--- src/rtl/uart_tx_queue_if.sv ---
// uart_send_inf: send handshake between a byte source and the UART transmitter
interface uart_send_inf;
  logic       en;
  logic [7:0] data;
  logic       completed;
  modport sender (output en, output data, input completed);
  modport receiver (input en, input data, output completed);
endinterface

--- src/rtl/uart_tx_queue.sv ---
// uart_tx_queue: byte FIFO feeding the UART transmitter one byte at a time via en/data/completed
// Define UART_TXQ_STATS_EN to add the tx_count and level_max statistics outputs.
module uart_tx_queue #(
  parameter int DEPTH       = 16,
  parameter int ALMOST_FULL = 12
) (
  input  logic                     clk,
  input  logic                     rst,
`ifdef UART_TXQ_STATS_EN
  output logic [15:0]              tx_count,
  output logic [$clog2(DEPTH):0]   level_max,
`endif
  input  logic                     wr_valid,
  input  logic [7:0]               wr_data,
  output logic                     wr_ready,
  input  logic                     flush,
  uart_send_inf.sender             send,
  output logic [$clog2(DEPTH):0]   level,
  output logic                     empty,
  output logic                     almost_full
);
  localparam int AW = $clog2(DEPTH);
  localparam int LW = AW + 1;
  typedef enum logic {IDLE, ACTIVE} state_t;
  state_t        state, state_n;
  logic [7:0]    mem [DEPTH];
  logic [AW-1:0] rd, wr, rd_n, wr_n;
  logic [LW-1:0] level_n;
  logic [7:0]    data_n;
  logic          push, pop;
  assign wr_ready = (level != LW'(DEPTH)) && !flush;
  assign push     = wr_valid && wr_ready;
  assign pop      = (state == ACTIVE) && send.completed;
  assign send.en  = (state == ACTIVE);
  // In ACTIVE the head byte is already on the line, so flush keeps it and drops the rest
  always_comb begin
    state_n = state;
    rd_n    = pop ? AW'(rd + 1'b1) : rd;
    wr_n    = push ? AW'(wr + 1'b1) : wr;
    level_n = level + LW'(push) - LW'(pop);
    data_n  = send.data;
    if (state == IDLE) begin
      if (flush) begin
        wr_n    = rd;
        level_n = '0;
      end else if (level != '0) begin
        data_n  = mem[rd];
        state_n = ACTIVE;
      end
    end else if (flush) begin
      wr_n    = AW'(rd + 1'b1);
      level_n = pop ? LW'(0) : LW'(1);
      state_n = pop ? IDLE : ACTIVE;
    end else if (pop) begin
      data_n  = (level >= LW'(2)) ? mem[AW'(rd + 1'b1)] : send.data;
      state_n = (level >= LW'(2)) ? ACTIVE : IDLE;
    end
  end
  always_ff @(posedge clk) begin
    if (!rst) begin
      state       <= IDLE;
      rd          <= '0;
      wr          <= '0;
      level       <= '0;
      empty       <= 1'b1;
      almost_full <= 1'b0;
      send.data   <= '0;
    end else begin
      state       <= state_n;
      rd          <= rd_n;
      wr          <= wr_n;
      level       <= level_n;
      empty       <= (level_n == '0);
      almost_full <= (level_n >= LW'(ALMOST_FULL));
      send.data   <= data_n;
    end
  end
  always_ff @(posedge clk) begin
    if (push) mem[wr] <= wr_data;
  end
`ifdef UART_TXQ_STATS_EN
  always_ff @(posedge clk) begin
    if (!rst) begin
      tx_count  <= '0;
      level_max <= '0;
    end else begin
      tx_count  <= tx_count + 16'(pop);
      level_max <= (level_n > level_max) ? level_n : level_max;
    end
  end
`endif
endmodule
--- src/flat_wrapper.sv ---
// flat-port wrapper written by rule: the top's interface ports become plain ports
module uart_tx_queue_flat 
#(
  parameter int DEPTH       = 16,
  parameter int ALMOST_FULL = 12
)
  (clk, rst, wr_valid, wr_data, wr_ready, flush, level, empty, almost_full, send_en, send_data, send_completed);
  uart_send_inf send_i ();
  input  logic clk;
  input  logic rst;
  input  logic wr_valid;
  input  logic [7:0] wr_data;
  output logic wr_ready;
  input  logic flush;
  output logic [$clog2(DEPTH):0] level;
  output logic empty;
  output logic almost_full;
  output wire logic [$bits(send_i.en)-1:0] send_en;
  output wire logic [$bits(send_i.data)-1:0] send_data;
  input wire logic [$bits(send_i.completed)-1:0] send_completed;
  assign send_en = send_i.en;
  assign send_data = send_i.data;
  assign send_i.completed = send_completed;
  uart_tx_queue #(.DEPTH(DEPTH), .ALMOST_FULL(ALMOST_FULL)) u_core (.clk(clk), .rst(rst), .wr_valid(wr_valid), .wr_data(wr_data), .wr_ready(wr_ready), .flush(flush), .send(send_i), .level(level), .empty(empty), .almost_full(almost_full));
endmodule
--- config.mk ---
export PLATFORM = sky130hd
export DESIGN_NAME = uart_tx_queue_flat
export DESIGN_NICKNAME = d
export VERILOG_FILES = /design/src/rtl/uart_tx_queue_if.sv /design/src/rtl/uart_tx_queue.sv /design/src/flat_wrapper.sv
export SDC_FILE = /design/constraint.sdc
export NUM_CORES = 1
export LEC_CHECK = 0
export CAP_MARGIN = 20
export CORE_ASPECT_RATIO = 0.8
export CORE_UTILIZATION = 47
export DETAILED_ROUTE_END_ITERATION = 10
export GPL_ROUTABILITY_DRIVEN = 0
export SYNTH_ARGS = -nofsm -noshare
export SYNTH_HDL_FRONTEND = slang
export SYNTH_SLANG_ARGS = --single-unit
--- constraint.sdc ---
create_clock -name clk -period 3 [get_ports clk]
set_input_delay 0.45 -clock clk [delete_from_list [all_inputs] [get_ports clk]]
set_output_delay 0.45 -clock clk [all_outputs]
set_load 0.005 [all_outputs]
==> results of run 1 <==
## power by group through the flow
stage          Combinational (mW)  Sequential, mW  Clock, mW
5_1_grt                     0.618            2.44       2.14
6_report                    0.569            2.43       2.03
4_1_cts                     0.576            2.43       2.07
3_3_place_gp                0.568            2.48          0
3_5_place_dp                0.573            2.48          0
2_1_floorplan               0.344            2.47          0
## state kept, by name, summed over array words and instances, names as in the netlist, named ones only
| register | cells |
|---|---|
| u_core.mem | 128 |
| u_core.almost_full | 1 |
| u_core.rd | 4 |
| u_core.level | 5 |
| u_core.send.en | 1 |
| u_core.empty | 1 |
| u_core.send.data | 8 |
| u_core.wr | 4 |
## how the worst max path moves through the flow
stage	end	slack, ns	cells past startpoint
2_1_floorplan	u_core.almost_full	0.30	12
3_3_place_gp	u_core.almost_full	0.13	13
3_5_place_dp	u_core.almost_full	0.07	13
4_1_cts	u_core.almost_full	0.25	12
5_1_grt	u_core.almost_full	0.08	12
6_report	u_core.almost_full	0.26	12
## area by class of cell
type | count | area [µm²] | share of cell area
Sequential cell | 156 | 4410 | 0.493
Multi-Input combinational cell | 265 | 2950 | 0.330
Inverter | 14 | 52.6 | 0.00588
Clock inverter | 5 | 31.3 | 0.00350
Clock buffer | 27 | 537 | 0.0600
Tap cell | 215 | 269 | 0.0301
Timing Repair Buffer | 79 | 691 | 0.0773
## cell usage in the layout (no fill, tap or decap), types with 14 or more instances in the layout
master and n:
clkdlybuf4s50_1 29, clkbuf_16 19, dfxtp_1 26, nor2_1 21
buf_4 48, nor3b_1 25, mux2i_1 15, mux4_2 63
edfxtp_1 128, inv_1 14, nand2_1 18
## synthesized netlist by cell type (all sizes together), types with 2 or more instances
master / instances
edfxtp: 128
mux4: 65
dfxtp: 28
nor3b: 26
nor2: 21
buf: 20
nand2: 18
mux2i: 15
a21oi: 14
ha: 14
inv: 14
xnor2: 10
a2111oi: 8
a31oi: 8
a22oi: 7
clkbuf: 7
nor2b: 7
o211ai: 7
and2: 6
nor3: 6
nand2b: 3
nand3: 3
o21bai: 3
a211oi: 2
a21o: 2
nor4b: 2
o21ai: 2
or2: 2
## metal layers
metal	share of wire	vias up	track usage
li1	-	2023	-
met1	0.44	2389	0.323
met2	0.49	149	0.400
met3	0.050	27	0.0483
met4	0.019	0	0.0979
met5	0	-	0
## kinds of logic (layout without fill, tap and decap cells)
| logic type | count (synthesis) | in the layout | share of synthesized area |
|---|---|---|---|
| AND/OR/NAND/NOR | 99 | 99 | 0.0749 |
| adder cells (fa/ha/maj) | 15 | 15 | 0.0257 |
| buffers and inverters | 41 | 125 | 0.0308 |
| AO/OA/AOI/OAI | 59 | 59 | 0.0603 |
| flip-flops | 156 | 156 | 0.580 |
| multiplexers | 81 | 81 | 0.215 |
| XOR/XNOR | 11 | 11 | 0.0127 |
## worst max-delay path: stages (launching register included)
cell and delay [ns]:
dfxtp_1 0.35, inv_1 0.09, ha_1 0.24, and4bb_1 0.26, nor3b_4 0.19, ha_1 0.19
inv_1 0.07, fa_1 0.43, o21bai_1 0.16, a21oi_1 0.09, xnor2_1 0.17, nor2_1 0.08
or2_2 0.31
==> flow_metrics.py, run 1 <==
metrics = {
    "run_status": {
        "status": "completed",
    },
    "layout": {
        "stdcell_count": 761,
        "nFillCells": 1295,
        "final_util": 0.566,
        "area_delta_synth_final_pct": 17.8,
        "layout-drive-gt1-share": 0.286,
        "finalInstanceArea_um2": 8940,
        "antenna_cells": 0,
        "fin_nets": 561,
    },
    "sta": {
        "skew_ns": 0.00866,
        "grt_setup_unrepaired": "false",
        "setup_viol": 0,
        "whs_ns": 0.522,
        "max_slew.worst_pin.slew_ns": 0.648,
        "slew_headroom": 0.567,
        "finalCritPeriodShare": 0.913,
        "tns_ns": 0,
        "hold_viol": 0,
        "fmax_mhz": 365,
        "finalWorstSetupSlack_ns": 0.262,
        "slew_violations": 0,
        "finalCriticalPeriod_ns": 2.74,
    },
    "global_route": {
        "grtUsageTotal": 0.244,
        "grt_pass1_vias": 4632,
        "grt_pass1_wl_um": 28100,
        "overflow": 0,
        "grt_max_degree": 37,
        "antenna_found_initial": 0,
    },
    "floorplanning": {
        "die-area_um2": 16700,
        "rows": 41,
        "initial_core_util": 0.480,
        "die_y_um": 116,
        "num_io_pins": 30,
        "die_w_um": 144,
        "core_area_um2": 15800,
    },
    "min_path": {
        "holdCritPathClass": "flip-flop to flip-flop",
        "holdPathEnd": "u_core.send.data[7]",
        "hp-start": "u_core.send.data[7]",
        "min_path_cells": 2,
    },
    "job": {
        "cap_viol_max_count": 0,
    },
    "detailed_routing": {
        "drt_iter0_drc": 416,
        "num_vias": 4588,
        "post_drt_wl_per_cell_um": 24.3,
        "routed_wl_um": 18500,
        "drc": 0,
        "drtAntennaViolNets": 0,
        "avgViaCountPerCell": 6.03,
        "first_pass_iters": 5,
    },
    "setup_path": {
        "critPathLaunch": "u_core.level[2]",
        "arrival_ns": 3.05,
        "reg2reg_from": "u_core.level[2]",
        "start_kind": "flip-flop",
        "reg2reg_depth": 12,
        "worst-setup-path-type": "flip-flop to flip-flop",
        "r2r-end": "u_core.almost_full",
        "crit_path_end_kind": "flip-flop",
        "required_ns": 3.31,
        "ff2ff_setup_slack_ns": 0.26,
        "crit_fanout": 3,
    },
    "clocking": {
        "h-tree-depth": 4,
        "post-cts-setup-buffers": 0,
        "clk_latency_ns": 0.43,
        "tritoncts": "yes",
        "cts_buffers": 17,
        "root_buffer": "clkbuf_16",
        "clk_pin_slew_worst_paths_ns": 0.06,
        "hold_buffers": 0,
        "cts.sinks": 156,
        "clock_path_buffers": 2,
        "cts_resized": 0,
    },
    "yosys": {
        "syn_area_um2": 7590,
        "synth-edff-count": 128,
        "ys_seq_area_frac": 0.580,
        "synth_seq_cells": 156,
        "synth_flop_cell": "edfxtp_1",
        "synth_cells": 462,
        "yosys_warnings": 0,
        "syn_avg_cell_area_um2": 16.4,
        "yosysTopAreaCellShare": 0.507,
        "async_flop_share": 0,
        "ys_top_cells_by_area": "edfxtp_1 (51%), mux4_2 (19%), dfxtp_1 (7.4%)",
        "synth.net_count": 490,
        "synth_cell_types": 52,
        "synth_top_area_cell": "edfxtp_1",
    },
    "pwr": {
        "peakVddDrop_v": 0.000516,
        "p_int_mw": 3.92,
        "switchingPower_mw": 1.12,
        "p_clk_frac": 0.404,
        "leakagePower_nw": 2.84,
        "p_per_area_nw_per_um2": 563,
        "seqPwrFrac": 0.483,
        "comb_power_share": 0.113,
        "power_switching_share": 0.222,
        "fin_total_pwr_mw": 5.03,
    },
    "placement": {
        "dpl_cell_area_um2": 8370,
        "dp_slack_ns": 0.0714,
        "port_buffers": 29,
        "dp_cells": 729,
        "dpl.hpwl_um": 13000,
    },
}
(Power assumes the default switching activity.)
==> inputs of run 2 (changes only) <==
- CORE_UTILIZATION: 47 -> 55
- DONT_BUFFER_PORTS: default -> 1
- PLACE_DENSITY: default -> 0.7
==> run 2 against run 1 <==
  * Power fell by 2.6%
  * Count of clock-buffer cells in the layout fell by 4
  * Die area fell by 14%
  * Sequential share of layout area rose by 2.8 points
  * Via count fell by 1.1%
  * Flip-flop and latch count did not move
==> flow_metrics.py, run 2 (same netlist as run 1, synthesis figures left out) <==
metrics = {
    "pwr": {
        "p_per_area_nw_per_um2": 580,
        "leakagePower_nw": 2.63,
        "peakVddDrop_v": 0.000458,
    },
    "layout": {
        "layout-drive-gt1-share": 0.274,
        "area_delta_synth_final_pct": 11.5,
        "nFillCells": 929,
        "largest_registers": "u_core.mem x128, u_core.send.data x8, u_core.level x5",
        "fin_nets": 518,
        "antenna_cells": 0,
        "final_cell_mix": "edfxtp_1 (128), mux4_2 (63), buf_4 (35)",
        "layout_commonest_cell": "edfxtp_1",
        "finalInstanceArea_um2": 8460,
        "largest_reg_flops": 128,
        "largest-register": "u_core.mem",
        "final_util": 0.644,
    },
    "min_path": {
        "holdPathEnd": "u_core.mem[7][3]",
        "holdCritPathClass": "input pin to flip-flop",
        "hp-start": "wr_data[3]",
        "min_path_cells": 0,
    },
    "setup_path": {
        "arrival_ns": 3.12,
        "r2r-end": "u_core.almost_full",
        "reg2reg_from": "u_core.level[3]",
        "required_ns": 3.30,
        "start_kind": "flip-flop",
        "slowest_delay_ns": 0.44,
        "reg2reg_depth": 12,
        "crit_chain": "inv_1 > ha_1 > and4bb_1 > nor3b_4 > ha_1 > inv_1 > fa_1 > o21bai_1 > a21oi_1 > xnor2_1 > nor2_1 > or2_2",
        "crit_path_end_kind": "flip-flop",
        "crit_fanout": 4,
        "ff2ff_setup_slack_ns": 0.19,
        "cp_slowest_cell": "fa_1",
        "worst-setup-path-type": "flip-flop to flip-flop",
    },
    "detailed_routing": {
        "drtAntennaViolNets": 0,
        "first_pass_iters": 5,
        "post_drt_wl_per_cell_um": 26.8,
        "drt_iter0_drc": 512,
        "avgViaCountPerCell": 6.69,
        "drc": 0,
        "num_vias": 4538,
        "routed_wl_um": 18200,
    },
    "placement": {
        "dpl.hpwl_um": 12300,
        "port_buffers": 0,
        "dpl_cell_area_um2": 7910,
        "dp_slack_ns": 0.200,
    },
    "job": {
        "cap_viol_max_count": 0,
    },
    "clocking": {
        "h-tree-depth": 4,
        "post-cts-setup-buffers": 0,
        "clock_path_buffers": 2,
        "clk_pin_slew_worst_paths_ns": 0.06,
        "root_buffer": "clkbuf_16",
        "tritoncts": "yes",
        "cts.sinks": 156,
        "clk_latency_ns": 0.43,
        "cts_buffers": 17,
    },
    "sta": {
        "finalCritPeriodShare": 0.938,
        "skew_ns": 0.0104,
        "hold_viol": 0,
        "max_slew.worst_pin.slew_ns": 0.984,
        "fmax_mhz": 355,
        "tns_ns": 0,
        "slew_headroom": 0.344,
        "slew_violations": 0,
        "finalCriticalPeriod_ns": 2.81,
        "finalWorstSetupSlack_ns": 0.185,
        "setup_viol": 0,
        "grt_setup_unrepaired": "false",
    },
    "global_route": {
        "grt_pass1_wl_um": 27600,
        "overflow": 0,
        "grt-busiest-layer": "met2",
        "grtUsageTotal": 0.276,
        "use_met2": 0.414,
        "grt_pass1_vias": 4428,
        "grt_max_degree": 24,
        "grt.met1_usage": 0.393,
        "antenna_found_initial": 0,
        "grt_use_met3": 0.0823,
    },
    "floorplanning": {
        "core_area_um2": 13100,
        "initial_core_util": 0.577,
        "rows": 37,
        "die_w_um": 133,
        "die-area_um2": 14300,
        "die_y_um": 107,
        "num_io_pins": 30,
    },
    "run_status": {
        "status": "completed",
    },
}
run 2: stage by stage:
stage	power, mW	hold WS [ns]	cells
finish	4.90	0.115	678
global route	5.06	0.0936	678
CTS	4.92	0.107	678
detailed placement	2.92	0.550	646
global placement	2.92	0.527	646
floorplan	2.81	0.498	462
run 2: routing by layer:
metal | routed length (µm) | vias to the layer above
li1 | - | 1931
met1 | 7370 | 2307
met2 | 8430 | 275
met3 | 2140 | 25
met4 | 264 | 0
met5 | 0 | -
run 2: worst max path at each step:
stage,startpoint,to,slack (ns)
global route,u_core.level[2],u_core.almost_full,0.03
finish,u_core.level[3],u_core.almost_full,0.19
CTS,u_core.level[2],u_core.almost_full,0.18
floorplan,u_core.level[2],u_core.almost_full,0.30
global placement,u_core.level[2],u_core.almost_full,0.34
detailed placement,u_core.level[2],u_core.almost_full,0.20
run 2: worst max-delay path: cells and delay by family, from the launching register on:
kind                     cells  cell delay, ns
AO/OA/AOI/OAI                2            0.27
XOR/XNOR                     1            0.21
flip-flops                   1            0.35
AND/OR/NAND/NOR              4            0.83
buffers and inverters        2            0.16
adder cells (fa/ha/maj)      3            0.88
run 2: final cells by class:
| type | count | area [µm²] | area share |
|---|---|---|---|
| multi-input cells | 265 | 2950 | 0.349 |
| inverters | 14 | 52.6 | 0.00621 |
| flip-flops and latches | 156 | 4410 | 0.521 |
| clock buffers | 23 | 448 | 0.0529 |
| clock inverters | 9 | 97.6 | 0.0115 |
| repair buffers | 36 | 283 | 0.0334 |
| well taps | 175 | 219 | 0.0259 |
run 2: what timing repair did:
item                                    in CTS  in global routing
endpoints found under the setup margin       0                  1
resized for setup                            0                  1
hold buffers                                 0                  0
run 2: where the power goes:
part / internal (mW) / switching [mW]
combinational: 0.215 / 0.227
clock: 1.21 / 0.806
sequential: 2.40 / 0.0468
